**src/rtl/multi_counter_pkg.sv**
```systemverilog
// Shared defaults for the multi_counter event-counter bank.
package multi_counter_pkg;
  localparam int MC_AW_DEF = 4;
  localparam int MC_DW_DEF = 16;
endpackage

```
**src/rtl/multi_counter_cell.sv**
```systemverilog
// One DW-bit wrapping event counter with increment enable and async clear.
import multi_counter_pkg::*;

module multi_counter_cell #(
  parameter int DW = MC_DW_DEF
) (
  input  logic          clk,
  input  logic          rst_n,
  input  logic          en,
  output logic [DW-1:0] count
);

  logic [DW-1:0] count_d;
  logic [DW-1:0] count_q;

  // Next count: modulo 2**DW increment when enabled.
  always_comb begin
    count_d = count_q;
    if (en) begin
      count_d = count_q + {{(DW-1){1'b0}}, 1'b1};
    end else begin
      count_d = count_q;
    end
  end

  // Counter register.
  always_ff @(posedge clk or negedge rst_n) begin
    if (!rst_n) begin
      count_q <= {DW{1'b0}};
    end else begin
      count_q <= count_d;
    end
  end

  assign count = count_q;

endmodule

```
**src/rtl/multi_counter.sv**
```systemverilog
// Bank of 2**AW event counters with a shared increment port and a registered read port.
import multi_counter_pkg::*;

module multi_counter #(
  parameter int AW = MC_AW_DEF,
  parameter int DW = MC_DW_DEF
) (
  input  logic          clk,
  input  logic          rst_n,
  input  logic          inc,
  input  logic [AW-1:0] inc_addr,
  input  logic [AW-1:0] read_addr,
  output logic [DW-1:0] read_data
);

  localparam int NUM = 2 ** AW;

  logic [DW-1:0] cnt_s [NUM];
  logic [DW-1:0] read_data_d;
  logic [DW-1:0] read_data_q;

  // inc gates the address decode, so an undefined inc_addr while idle enables nothing.
  for (genvar i = 0; i < NUM; i++) begin : g_cell
    logic en_s;
    assign en_s = inc & (inc_addr == AW'(i));

    multi_counter_cell #(.DW(DW)) u_cell (
      .clk   (clk),
      .rst_n (rst_n),
      .en    (en_s),
      .count (cnt_s[i])
    );
  end

  // Read mux: sees pre-increment values, so a same-edge read returns the old count.
  always_comb begin
    read_data_d = cnt_s[read_addr];
  end

  // Read data register.
  always_ff @(posedge clk or negedge rst_n) begin
    if (!rst_n) begin
      read_data_q <= {DW{1'b0}};
    end else begin
      read_data_q <= read_data_d;
    end
  end

  assign read_data = read_data_q;

endmodule

```
**config.mk**
```make
export PLATFORM = sky130hd
export DESIGN_NAME = multi_counter
export DESIGN_NICKNAME = d
export VERILOG_FILES = /design/src/rtl/multi_counter_pkg.sv /design/src/rtl/multi_counter_cell.sv /design/src/rtl/multi_counter.sv
export SDC_FILE = /design/constraint.sdc
export NUM_CORES = 1
export LEC_CHECK = 0
export ABC_AREA = 1
export BUFFER_PORTS_ARGS = -buffer_cell sky130_fd_sc_hd__buf_2
export CORE_ASPECT_RATIO = 1.25
export CORE_MARGIN = 2
export CORE_UTILIZATION = 45
export CTS_BUF_LIST = sky130_fd_sc_hd__clkbuf_4
export DETAILED_ROUTE_END_ITERATION = 8
export GPL_TIMING_DRIVEN = 0
export PLACE_DENSITY = 0.69
export SETUP_SLACK_MARGIN = 0.05
export SLEW_MARGIN = 40
export SYNTH_ARGS = -nofsm -noshare
export SYNTH_HDL_FRONTEND = slang
export SYNTH_SLANG_ARGS = --single-unit
```
**constraint.sdc**
```tcl
create_clock -name clk -period 1.85 [get_ports clk]
set_input_delay 0.0925 -clock clk [delete_from_list [all_inputs] [get_ports clk]]
set_output_delay 0.0925 -clock clk [all_outputs]
set_load 0.05 [all_outputs]
```
-- After elaboration in Yosys (flattened, before gate mapping)
Index checks and enable logic that the tools add are counted.
- flip-flop bits (word level): 272
- output and inout port bits: 16
- word-level logic and storage cells: 70
- add/sub/neg operators: 16
- $lt $le $gt $ge: 1
- equal/unequal tests: 15
- multiplexer cells: 3
- bitwise operators: 17
- reduce and logical (&&, ||, !) cells: 1
- operators with widths (operator ; count):
    adder 16 x 1 -> 16 bit (second input constant) ; 16
    binary-select mux 16 bit (select 4 bit) ; 1
    equality test 4 bit (second input constant) ; 8
    two-way mux 16 bit ; 2
    AND 1 bit ; 16
    equality test 4 x 3 -> 1 bit (second input constant) ; 4
    equality test 4 x 2 -> 1 bit (second input constant) ; 2
    greater-or-equal comparator 5 bit (second input constant) ; 1
    inverter 4 -> 5 bit ; 1
    equality test 4 x 1 -> 1 bit (second input constant) ; 1
    zero test 4 bit ; 1

-- Logic depth before layout (Yosys ltp)
Gate-level depths: netlist (run 1).
- depth in word-level cells: 4
- gate-level depth with buffers: 9

-- Modules after synthesis
A second synthesis (run 1) with hierarchy kept.
- cells, all modules: 2371
- area, all modules: 16792.4 µm²
- modules (own cells, without submodules) (module ; instances ; cells each ; area an instance (µm²)):
    multi_counter_cell ; 16 ; 97 ; 813.3
    multi_counter ; 1 ; 819 ; 3779.9

-- Worst setup path after synthesis (run 1)
No wires, ideal clock.
- kind: register -> register
- start: register g_cell[8].u_cell.count_q[0]
- end: register g_cell[8].u_cell.count_q[14]
- library setup time: 123 ps
- arrival time: 1276 ps
- path slack: 451 ps
- stages on the path, launching flop included: 9
- buffers on the path: 0
- clock period less this slack: 1399 ps
- cell sequence: dfrtp_1 -> ha_1 -> nand2_1 -> nor2_1 -> nand2_1 -> nor2_1 -> inv_1 -> o21ai_0 -> nand2_1
- word-level cells in the longest chain between the ends: 1
- RTL lines (item ; RTL line ; source):
    start: declaration ; multi_counter_cell.sv:14 ; logic [DW-1:0] count_q;
    start signal: assignment ; multi_counter_cell.sv:29 ; count_q <= {DW{1'b0}};
    start signal: assignment ; multi_counter_cell.sv:31 ; count_q <= count_d;
    adder 16 x 1 -> 16 bit ; multi_counter_cell.sv:20 ; count_d = count_q + {{(DW-1){1'b0}}, 1'b1};
No other way between the ends.
A chain may end at the register's enable or synchronous reset.

-- Worst setup path after layout (run 1)
- start: input port inc_addr[3]
- end: register g_cell[10].u_cell.count_q[9]
- word-level cells in the longest chain between the ends: 2
- RTL lines (item ; RTL line ; source):
    start: declaration ; multi_counter.sv:11 ; input logic [AW-1:0] inc_addr,
    equality test 4 bit ; multi_counter.sv:25 ; assign en_s = inc & (inc_addr == AW'(i));
    AND 1 bit ; multi_counter.sv:25 ;
    end signal: assignment ; multi_counter_cell.sv:29 ;
    end signal: assignment ; multi_counter_cell.sv:31 ;
    end: declaration ; multi_counter_cell.sv:14 ;
No other way between the ends.

==> Flow_metrics.wiki, run 1 <==
{| class="wikitable"
! Metric !! Value
|-
| Buffers added on ports || 22
|-
| Kind of cell adding the most delay to the critical path || buffers and inverters
|-
| Post CTS Setup Buffer Count || 0
|-
| Classification of the worst-slack hold path || input port to flip-flop
|-
| Initial antenna violation count || 2
|-
| Synthesized area divided by synthesized cell count || 7.38 um2
|-
| Register bit total from synthesis || 272
|-
| Pin count of the biggest net entering global routing || 75
|-
| CP startpoint kind || input port
|-
| Routed Antenna Nets || 0
|-
| Cell taking the most area after synthesis || sky130_fd_sc_hd__dfrtp_1
|-
| Maximum operating frequency || 556 MHz
|-
| Netlist Area Pre-Place || 15900 um2
|-
| First-pass GRT wire length || 75100 um
|-
| Layout fillers || 3413
|-
| Number of placement rows || 76
|-
| Die Height || 214 um
|-
| Standard cell core area || ~35000 um2
|-
| Master of the slowest instance on the critical path || sky130_fd_sc_hd__dlygate4sd3_1
|-
| CTS tree || built
|-
| Sequential share of the synthesized area || 42.9%
|-
| Power per unit of standard cell area || 949 nW/um2
|-
| Highest ir drop seen on vdd || 0.316 mV
|-
| Endpoints failing hold || 0
|-
| Cells after synthesis || 2147
|-
| Static leakage power || about 8.5 nW
|-
| TritonCTS Sinks || around 270
|-
| Violation count after the first detailed-route iteration || ~1600
|-
| Remaining max-slew budget at the tightest pin || 47.7%
|-
| Cell chosen for the clock root || sky130_fd_sc_hd__clkbuf_4
|-
| Worst Min Path Start || read_addr[1]
|-
| Worst setup slack after layout || 0.0508 ns
|-
| Number of H-tree levels || 3
|-
| Number of detailed-route iterations in the first pass || 6
|-
| Power dissipated by switching net loads || 0.00599 W
|-
| Setup tns final || 0 ns
|-
| Fraction of layout cells with a size suffix above 1 || about 7.8%
|-
| Latest clock arrival within the worst-skew pair || 0.77 ns
|-
| Final net count || roughly 2300
|-
| Initial core utilization || 45.8%
|-
| Power Total || 0.0168 W
|-
| Number of warnings issued by yosys || 0
|-
| Count of endpoints failing setup in the final report || 0
|-
| Biggest area contributors in the synthesized netlist || sky130_fd_sc_hd__dfrtp_1, sky130_fd_sc_hd__nand2_1, sky130_fd_sc_hd__nand3_1
|-
| Wirelength, routed || 47100 um
|-
| Final standard cell utilization of the core || roughly 50%
|-
| Overall Global Routing Usage || 26.5%
|-
| Peak per-stage delay on the critical path || 0.66 ns
|-
| Post-detailed-route via-to-cell ratio || 5.38
|-
| Clock Path Buffers || 3
|-
| Detail-routed net length per standard cell || 16.9 um
|-
| Post-synthesis net count || 2174
|-
| Layout overhead on the synthesized area || 11.6%
|-
| Pre-CTS setup slack || -0.216 ns
|-
| Final-report max-slew violation count || 0
|-
| Number of library cell types mapped by synthesis || 29
|-
| Sequential cell fraction of total power || 46.4%
|-
| Req. time, crit path || 2.49 ns
|-
| Overall die area || 36700 um2
|-
| Vias || 15000
|-
| Max capacitance violation total || 0
|-
| Clock network fraction of design power || 32.7%
|-
| Clock Pin Slew Worst Setup and Hold Paths || 0.07 ns
|-
| Worst reg2reg startpoint || g_cell[8].u_cell.count[0]
|-
| Switching Share || 35.7%
|-
| Worst path cell trace || dlygate4sd3_1, buf_2, inv_1, nor2_1, dlygate4sd3_1, nand2_1, nor2_4, nand2_1, xor2_1
|-
| GP Congestion || 1.02
|-
| DPL Wire Length || 35300 um
|-
| Type of the setup path with the least slack || input port to flip-flop
|-
| Outcome || complete, no violations
|-
| Top-area cell type share of the netlist area || between 40% and 50%
|-
| Arrival time of the worst setup path || ~2.4 ns
|-
| Gate power share || 20.9%
|-
| Period minus WS final || 1.80 ns
|-
| Unrepaired setup endpoints after global routing || false
|-
| Crit end category || flip-flop
|-
| Worst Skew || 0.0309 ns
|-
| Remaining global-route overflow || 0
|-
| Internal power summed over all cells || 0.0108 W
|-
| Slew of the pin with the lowest slew margin || 0.785 ns
|-
| Critical path launch point || inc_addr[3]
|-
| Number of top-level design ports || 27
|-
| Total DRC errors in the routed layout || 0
|-
| Die Wd || 172 um
|-
| Total clock buffers created by CTS || 74
|-
| Portion of the clock cycle consumed by the worst path in the final layout || 97.3%
|-
| Highest net fanout along the worst path || 5
|-
| Vias in the first global route || 14600
|-
| Buf/Inv on CP || 4
|}
[sequential cells by signal (all words and copies together), names as in the netlist]
register,flops
read_data,16
g_cell.u_cell.count,256
[cells in the mapped netlist]
library cell / count
sky130_fd_sc_hd__o21ai_0: 86
sky130_fd_sc_hd__nand3_2: 1
sky130_fd_sc_hd__nor2_2: 11
sky130_fd_sc_hd__or2_2: 5
sky130_fd_sc_hd__buf_4: 2
sky130_fd_sc_hd__xor2_1: 117
sky130_fd_sc_hd__mux2_2: 1
sky130_fd_sc_hd__inv_1: 240
sky130_fd_sc_hd__clkbuf_1: 35
sky130_fd_sc_hd__a21oi_1: 28
sky130_fd_sc_hd__nor2_4: 2
sky130_fd_sc_hd__nor2_1: 241
sky130_fd_sc_hd__nand2_4: 1
sky130_fd_sc_hd__o21bai_1: 1
sky130_fd_sc_hd__nand3b_1: 11
sky130_fd_sc_hd__and3_1: 1
sky130_fd_sc_hd__nor3b_1: 1
sky130_fd_sc_hd__ha_1: 16
sky130_fd_sc_hd__buf_1: 6
sky130_fd_sc_hd__nand3_1: 224
sky130_fd_sc_hd__nand3_4: 1
sky130_fd_sc_hd__nand2_1: 617
sky130_fd_sc_hd__inv_2: 1
sky130_fd_sc_hd__xnor2_1: 42
sky130_fd_sc_hd__buf_2: 19
sky130_fd_sc_hd__nand4_1: 64
sky130_fd_sc_hd__dfrtp_1: 272
sky130_fd_sc_hd__o211ai_1: 75
sky130_fd_sc_hd__nor3_1: 26
[power by group through the flow]
stage	Sequential, W	Clock, W	Combinational, W
CTS	0.00777	0.00562	0.00347
detailed placement	0.00786	0	0.00344
floorplan	0.00776	0	0.00229
global route	0.00791	0.00591	0.00397
global placement	0.00784	0	0.00331
finish	0.00778	0.00549	0.00350
[repair_timing]
| item | in CTS | in global routing |
|---|---|---|
| setup endpoints to repair | 0 | 4 |
| hold endpoints to repair | 363 | 0 |
| resized for setup | 0 | 2 |
| hold buffers | 12 | 0 |
[worst paths after layout]
path                                                     to  slack (ns)  cells past startpoint
min in group asynchronous         g_cell[0].u_cell.count[9]        0.39                      3
worst min-delay path                           read_data[3]        0.26                      7
max in group asynchronous       g_cell[14].u_cell.count[10]        0.68                      4
worst min register to register   g_cell[7].u_cell.count[14]        0.48                      2
worst max-delay path             g_cell[10].u_cell.count[9]        0.05                      9
worst max register to register   g_cell[8].u_cell.count[14]        0.13                      8
[layout make-up]
class                      count  area [um2]  area share (%)
antenna                        2        5.00          0.0283
buffer                        62         264            1.49
clock buffer                 102         766            4.33
clock inverter                26         153           0.863
inverter                     241         905            5.11
multi-input combinational   1572        7880            44.6
sequential                   272        6810            38.5
tap                          468         586            3.31
timing repair buffer          37         323            1.82
[stage by stage]
step | area (um2) | hold WS (ns) | cells
final | 17700 | 0.258 | 2782
after global routing | 17700 | 0.316 | 2782
after CTS | 17700 | 0.180 | 2780
after detailed placement | 16600 | 0.0576 | 2640
after global placement | 16500 | 0.454 | 2637
after floorplan | 15900 | -0.203 | 2147
[cells in the final DEF (no fill, tap or decap), drive strengths merged]
master       instances
nand2              618
dfrtp              272
nor2               254
inv                245
nand3              226
clkbuf             137
xor2               117
o21ai               86
o211ai              75
nand4               64
buf                 52
xnor2               42
a21oi               28
nor3                26
clkinv              20
ha                  16
dlygate4sd3         12
nand3b              11
or2                  5
diode                2
bufinv               2
o21bai               1
mux2                 1
and3                 1
nor3b                1
[cells by family after synthesis]
group / Yosys count / share of synthesized area, %
mux: 1 / 0.0710
fa+ha+maj: 16 / 1.26
compound gates: 190 / 7.20
buf+inv: 303 / 7.37
simple gates: 1206 / 32.4
flops: 272 / 42.9
xor+xnor: 159 / 8.79
[layer usage]
metal / part of all wire, % / track usage [%]
met5: 0 / 0
met4: 5.3 / 14.7
met3: 7.5 / 5.43
met2: 46 / 41.8
met1: 42 / 34.1
[tightest hold or removal path: stages]
cell and delay [ns]:
sky130_fd_sc_hd__buf_2 0.17, sky130_fd_sc_hd__buf_2 0.23, sky130_fd_sc_hd__a21oi_1 0.13, sky130_fd_sc_hd__o21ai_0 0.08, sky130_fd_sc_hd__nand3_1 0.09, sky130_fd_sc_hd__nand3_1 0.06, sky130_fd_sc_hd__nand2_1 0.11
Power figures use the tool's default switching activity.
==> run 2: changes to the inputs <==
--- a/config.mk
+++ b/config.mk
@@ -7,13 +7,11 @@
 export LEC_CHECK = 0
 export ABC_AREA = 1
 export BUFFER_PORTS_ARGS = -buffer_cell sky130_fd_sc_hd__buf_2
-export CORE_ASPECT_RATIO = 1.25
-export CORE_MARGIN = 2
 export CORE_UTILIZATION = 45
 export CTS_BUF_LIST = sky130_fd_sc_hd__clkbuf_4
 export DETAILED_ROUTE_END_ITERATION = 8
 export GPL_TIMING_DRIVEN = 0
-export PLACE_DENSITY = 0.69
+export PLACE_DENSITY = 0.72
 export SETUP_SLACK_MARGIN = 0.05
 export SLEW_MARGIN = 40
 export SYNTH_ARGS = -nofsm -noshare
==> constraint.sdc (replaced) <==
create_clock -name clk -period 1.5 [get_ports clk]
set_input_delay 0.075 -clock clk [delete_from_list [all_inputs] [get_ports clk]]
set_output_delay 0.075 -clock clk [all_outputs]
set_load 0.05 [all_outputs]
==> Flow_metrics.wiki, run 2 (same netlist as run 1, synthesis figures left out) <==
{| class="wikitable"
! Metric !! Value
|-
| Outcome || finished with violations
|-
| Failing checks || negative hold slack
|-
| Fraction of layout cells with a size suffix above 1 || 12.0% (+4.2 points)
|-
| Standard cell core area || 34600 um2 (about the same)
|-
| Final-report max-slew violation count || 0 (unchanged)
|-
| Overall die area || 36000 um2 (-2.1%)
|-
| CTS tree || built
|-
| Last element of the critical path || read_data[12]
|-
| Post-placement cell count || 2627 (-0.49%)
|-
| Crit end category || flip-flop
|-
| Clock Pin Slew Worst Setup and Hold Paths || 0.06 ns (about the same)
|-
| Routed Antenna Nets || 0 (unchanged)
|-
| Critical path launch point || read_addr[0]
|-
| Violation count after the first detailed-route iteration || 1263 (-20%)
|-
| Latest clock arrival within the worst-skew pair || 0.76 ns (about the same)
|-
| Buffers added on ports || 22 (unchanged)
|-
| Unrepaired setup endpoints after global routing || true
|-
| Post-detailed-route via-to-cell ratio || 5.43 (+0.89%)
|-
| Worst Skew || 0.0569 ns (+0.0260 ns)
|-
| Type of the setup path with the least slack || input port to flip-flop
|-
| Final net count || 2334 (+2.1%)
|-
| Reg-to-reg setup timing slack || 0.05 ns (-0.08 ns)
|-
| Wirelength, routed || 48600 um (+3.2%)
|-
| Arrival time of the worst setup path || 2.07 ns (-0.37 ns)
|-
| Pin count of the biggest net entering global routing || 75 (unchanged)
|-
| Period minus WS final || ~1.4 ns
|-
| First-pass GRT wire length || 75900 um (+1.1%)
|-
| Initial core utilization || 45.8% (about the same)
|-
| Slew of the pin with the lowest slew margin || 0.773 ns (-0.0114 ns)
|-
| Req. time, crit path || 2.12 ns (-0.37 ns)
|-
| TritonCTS Sinks || 272 (unchanged)
|-
| GP Congestion || 1.04 (+2.0%)
|-
| Cell chosen for the clock root || sky130_fd_sc_hd__clkbuf_4
|-
| Number of H-tree levels || 3 (unchanged)
|-
| Final standard cell utilization of the core || 53.1% (+2.0 points)
|-
| Vias in the first global route || 14500 (-1.3%)
|-
| Top library cells by usage in the layout, fill and taps aside || sky130_fd_sc_hd__nand2_1, sky130_fd_sc_hd__dfrtp_1, sky130_fd_sc_hd__inv_1
|-
| Remaining global-route overflow || 0 (unchanged)
|-
| Number of placement rows || 68 (-11%)
|-
| Static leakage power || 8.72 nW (+2.4%)
|-
| Vias || 15300 (+2.1%)
|-
| Smallest hold slack || -0.122 ns (-0.381 ns)
|-
| Die Wd || 190 um (+10%)
|-
| Die Height || 190 um (-11%)
|-
| Number of top-level design ports || 27 (unchanged)
|-
| Classification of the worst-slack hold path || input port to asynchronous set/reset pin
|-
| Portion of the clock cycle consumed by the worst path in the final layout || 96.5%
|-
| Initial antenna violation count || 3 (+1)
|-
| Count of endpoints failing setup in the final report || 0 (unchanged)
|-
| Number of detailed-route iterations in the first pass || 6 (unchanged)
|-
| Endpoints failing hold || 61 (+61)
|-
| Number of flip-flops in the largest register || 256 (unchanged)
|-
| Length in cells of the worst reg-to-reg path || 7 (-1)
|-
| Overall Global Routing Usage || 27.3% (+0.80 points)
|-
| Remaining max-slew budget at the tightest pin || 48.4% (+0.76 points)
|-
| Layout overhead on the synthesized area || 16.1%
|-
| CP startpoint kind || input port
|-
| Total clock buffers created by CTS || 75 (+1.4%)
|-
| Highest ir drop seen on vdd || 0.871 mV (+180%)
|-
| Power per unit of standard cell area || 1170 nW/um2 (+23%)
|-
| Worst reg2reg startpoint || g_cell[6].u_cell.count[0]
|-
| Total DRC errors in the routed layout || 0 (unchanged)
|-
| Highest net fanout along the worst path || 10 (+5)
|-
| Max capacitance violation total || 0 (unchanged)
|-
| Number of non-filler instances in the completed layout || 2815 (+1.2%)
|-
| Clock Path Buffers || 3 (unchanged)
|-
| Worst R2R End || g_cell[6].u_cell.count[15]
|-
| Detail-routed net length per standard cell || 17.3 um (+1.9%)
|-
| Most common cell after layout, fill and taps aside || sky130_fd_sc_hd__nand2_1
|-
| DPL Wire Length || 35400 um (about the same)
|-
| Maximum operating frequency || 691 MHz
|}
-- run 2: changes by cell type in the layout (fill, tap and decap cells not counted), moves of 6 or more --
cell	delta
sky130_fd_sc_hd__nor2_2	+20
sky130_fd_sc_hd__o21ai_1	+6
sky130_fd_sc_hd__dfrtp_1	-7
sky130_fd_sc_hd__dlygate4sd3_1	+17
sky130_fd_sc_hd__clkbuf_4	+16
sky130_fd_sc_hd__ha_1	-10
sky130_fd_sc_hd__o21ai_0	-7
sky130_fd_sc_hd__nor2_1	-31
sky130_fd_sc_hd__buf_2	-13
sky130_fd_sc_hd__buf_4	+35
sky130_fd_sc_hd__dfrtp_2	+7
sky130_fd_sc_hd__nand2_1	-9
sky130_fd_sc_hd__nand2_2	+9
sky130_fd_sc_hd__nor2_4	+11
-- run 2: area by class of cell --
cell class,instances,area [um2]
timing repair buffer,84,756
buffer,61,260
antenna,2,5.00
sequential,272,6820
tap,455,569
clock buffer,111,833
clock inverter,17,65.1
fill,3294,16200
inverter,241,905
multi-input combinational,1572,8190
-- run 2: power by group --
group | total (W) | leakage, nW | internal (W) | switching (W)
Sequential | 0.00963 | 3.31 | 0.00841 | 0.00122
Clock | 0.00658 | 0.542 | 0.00336 | 0.00322
Combinational | 0.00527 | 4.87 | 0.00200 | 0.00327
-- run 2: stage by stage --
step	hold WS [ns]	setup slack, ns	TNS [ns]	power, W	area (um2)
2_1_floorplan	-0.221	0.101	0	0.0124	15900
3_3_place_gp	0.455	-4.75	-1298.69	0.0138	16500
3_5_place_dp	0.0559	-0.502	-16.00	0.0139	16600
4_1_cts	-0.161	0.0301	0	0.0208	17800
5_1_grt	-0.136	0.00118	0	0.0228	18400
6_report	-0.122	0.0531	0	0.0215	18400
-- run 2: how the worst min path moves through the flow --
stage | start | to
global route | rst_n | g_cell[1].u_cell.count[15]
detailed placement | rst_n | g_cell[1].u_cell.count[6]
floorplan | rst_n | g_cell[0].u_cell.count[0]
global placement | g_cell[9].u_cell.count[15] | g_cell[9].u_cell.count[15]
finish | rst_n | g_cell[1].u_cell.count[8]
CTS | rst_n | g_cell[1].u_cell.count[8]
-- run 2: routing by layer --
metal / GRT usage, % / wire (um) / vias to the layer above
met4: 15.6 / 2700 / 2
met1: 34.8 / 19900 / 7211
met3: 7.45 / 4270 / 183
met5: 0 / 13 / -
li1: - / - / 7265
met2: 41.7 / 21700 / 626
-- run 2: worst max-delay path, cell delays in order --
cell	delay [ns]
sky130_fd_sc_hd__clkbuf_1	0.31
sky130_fd_sc_hd__buf_2	0.34
sky130_fd_sc_hd__clkbuf_1	0.62
sky130_fd_sc_hd__o211ai_1	0.16
sky130_fd_sc_hd__nand3_1	0.12
sky130_fd_sc_hd__nand3_1	0.21
sky130_fd_sc_hd__nand2_1	0.22
-- run 2: repair_timing --
action	CTS	global route
buffers inserted	4	25
pin swaps	2	19
setup endpoints to repair	28	82
gates resized for setup	19	95
endpoints found under the hold margin	267	67
hold buffers	24	7
==> run 3: changes to the inputs <==
--- a/config.mk
+++ b/config.mk
@@ -11,7 +11,7 @@
 export CTS_BUF_LIST = sky130_fd_sc_hd__clkbuf_4
 export DETAILED_ROUTE_END_ITERATION = 8
 export GPL_TIMING_DRIVEN = 0
-export PLACE_DENSITY = 0.72
+export PLACE_DENSITY = 0.73
 export SETUP_SLACK_MARGIN = 0.05
 export SLEW_MARGIN = 40
 export SYNTH_ARGS = -nofsm -noshare
==> Flow_metrics.wiki, run 3 (same netlist as run 1, synthesis figures left out) <==
{| class="wikitable"
! Metric !! Value
|-
| Vias in the first global route || 14600 (+0.92%)
|-
| Initial core utilization || 45.8% (unchanged)
|-
| Die Height || 190 um (unchanged)
|-
| TritonCTS Sinks || 272 (unchanged)
|-
| Remaining global-route overflow || 0 (unchanged)
|-
| Fraction of layout cells with a size suffix above 1 || 13.3% (+1.3 points)
|-
| Worst Skew || 0.0660 ns (+0.00902 ns)
|-
| Static leakage power || 8.74 nW (+0.20%)
|-
| Outcome || finished with violations
|-
| Remaining max-slew budget at the tightest pin || 50.0% (+1.5 points)
|-
| Smallest hold slack || -0.0773 ns (+0.0449 ns)
|-
| Layout overhead on the synthesized area || 16.0% (about the same)
|-
| Clock Path Buffers || 3 (unchanged)
|-
| Post-place instance area || 16600 um2 (+0.17%)
|-
| Highest ir drop seen on vdd || 0.623 mV (-28%)
|-
| Max capacitance violation total || 0 (unchanged)
|-
| Highest net fanout along the worst path || 10 (unchanged)
|-
| Count of endpoints failing setup in the final report || 3 (+3)
|-
| Endpoints failing hold || 67 (+9.8%)
|-
| Vias || 15400 (+0.84%)
|-
| Layout fillers || 3249 (-1.4%)
|-
| Total of hold buffers inserted after clock tree synthesis || 15 (-38%)
|-
| Worst setup slack after layout || -0.0300 ns (-0.0831 ns)
|-
| Arrival time of the worst setup path || 2.16 ns (+0.09 ns)
|-
| Setup tns final || -0.0417 ns (-0.0417 ns)
|-
| Overall Global Routing Usage || 27.0% (-0.30 points)
|-
| DPL Wire Length || 35200 um (-0.52%)
|-
| Post-detailed-route via-to-cell ratio || 5.50 (+1.3%)
|-
| CP startpoint kind || input port
|-
| Total DRC errors in the routed layout || 0 (unchanged)
|-
| Period minus WS final || 1.53 ns (+0.0831 ns)
|-
| Detail-routed net length per standard cell || 17.3 um (about the same)
|-
| Unrepaired setup endpoints after global routing || true
|-
| Total clock buffers created by CTS || 75 (unchanged)
|-
| Maximum operating frequency || 654 MHz (-5.4%)
|-
| Final net count || 2317 (-0.73%)
|-
| Reg-to-reg setup timing slack || 0.04 ns (about the same)
|-
| Slew of the pin with the lowest slew margin || 0.750 ns (-0.0229 ns)
|-
| Standard cell core area || 34600 um2 (unchanged)
|-
| Initial antenna violation count || 4 (+1)
|-
| Overall die area || 36000 um2 (unchanged)
|-
| Number of H-tree levels || 3 (unchanged)
|-
| CTS tree || built
|-
| Clock Pin Slew Worst Setup and Hold Paths || 0.09 ns (+0.03 ns)
|-
| Number of flip-flops in the largest register || 256 (unchanged)
|-
| Cell chosen for the clock root || sky130_fd_sc_hd__clkbuf_4
|-
| Final standard cell utilization of the core || 53.1% (about the same)
|-
| GP Congestion || 1.04 (+0.11%)
|-
| Die Wd || 190 um (unchanged)
|-
| Classification of the worst-slack hold path || input port to asynchronous set/reset pin
|-
| Portion of the clock cycle consumed by the worst path in the final layout || 102% (+5.5 points)
|-
| Wirelength, routed || 48400 um (-0.48%)
|-
| Latest clock arrival within the worst-skew pair || 0.74 ns (-0.02 ns)
|-
| Number of placement rows || 68 (unchanged)
|-
| Top library cells by usage in the layout, fill and taps aside || sky130_fd_sc_hd__nand2_1, sky130_fd_sc_hd__dfrtp_1, sky130_fd_sc_hd__inv_1
|-
| Power per unit of standard cell area || 1170 nW/um2 (+0.48%)
|-
| Routed Antenna Nets || 0 (unchanged)
|-
| Failing checks || negative hold slack, negative setup slack
|-
| Final-report max-slew violation count || 0 (unchanged)
|-
| Pin count of the biggest net entering global routing || 72 (-4.0%)
|-
| Violation count after the first detailed-route iteration || 1526 (+21%)
|-
| Req. time, crit path || 2.13 ns (about the same)
|-
| Buffers added on ports || 22 (unchanged)
|-
| Most common cell after layout, fill and taps aside || sky130_fd_sc_hd__nand2_1
|-
| Crit end category || flip-flop
|-
| Final Instance Area || 18400 um2 (about the same)
|-
| First-pass GRT wire length || 75800 um (-0.21%)
|-
| Number of top-level design ports || 27 (unchanged)
|-
| Type of the setup path with the least slack || input port to flip-flop
|-
| Number of detailed-route iterations in the first pass || 7 (+1)
|}
==> run 3: per-layer routing <==
metal | up-vias | routed length, um | global-route usage [%]
met1 | 7304 | 20900 | 37.3
met2 | 718 | 20900 | 39.9
met4 | 4 | 1910 | 12.5
met3 | 148 | 4640 | 6.36
li1 | 7241 | - | -
met5 | - | 25 | 0
==> run 3: layout make-up <==
cell class	instances	area [um2]	area share, %
tap	455	569	3.10
buffer	61	264	1.44
clock inverter	17	72.6	0.395
multi-input combinational	1572	8290	45.1
inverter	241	905	4.92
sequential	272	6810	37.1
clock buffer	116	871	4.74
timing repair buffer	67	597	3.25
antenna	1	2.50	0.0136
==> run 3: power breakdown <==
part | total (W) | switching [W] | internal [W]
Sequential | 0.00967 | 0.00126 | 0.00841
Clock | 0.00675 | 0.00323 | 0.00352
Combinational | 0.00517 | 0.00328 | 0.00188
==> run 3: through the flow <==
step / cells / total power, W / hold WS [ns] / setup WS (ns)
after floorplan: 2147 / 0.0124 / -0.221 / 0.101
after global placement: 2624 / 0.0137 / 0.456 / -4.77
after detailed placement: 2628 / 0.0139 / 0.0923 / -0.568
after CTS: 2778 / 0.0209 / -0.116 / 0.0226
after global routing: 2802 / 0.0229 / -0.0869 / -0.0425
final: 2802 / 0.0216 / -0.0773 / -0.0300
==> run 3: critical path, stage by stage <==
cell and delay [ns]:
sky130_fd_sc_hd__buf_2 0.16, sky130_fd_sc_hd__dlygate4sd3_1 0.72, sky130_fd_sc_hd__nand2_1 0.26, sky130_fd_sc_hd__nor2_1 0.37, sky130_fd_sc_hd__buf_2 0.29, sky130_fd_sc_hd__nand4_1 0.13
sky130_fd_sc_hd__xnor2_1 0.15
==> run 3: final timing paths <==
kind | start | end | cells after the start
setup / recovery | inc_addr[2] | g_cell[6].u_cell.count[9] | 7
hold / removal | rst_n | g_cell[6].u_cell.count[15] | 3
setup reg to reg | g_cell[15].u_cell.count[0] | g_cell[15].u_cell.count[8] | 6
hold reg to reg | g_cell[3].u_cell.count[14] | g_cell[3].u_cell.count[14] | 2
max in group asynchronous | rst_n | g_cell[14].u_cell.count[9] | 5
min in group clk | inc_addr[2] | g_cell[8].u_cell.count[0] | 4
==> run 3: what timing repair did <==
item / 4_1_cts / 5_1_grt
setup endpoints to repair: 19 / 118
endpoints found under the hold margin: 268 / 67
cloned: 0 / 0
setup buffers: 2 / 24
gates resized for setup: 22 / 118
pin swaps: 3 / 28
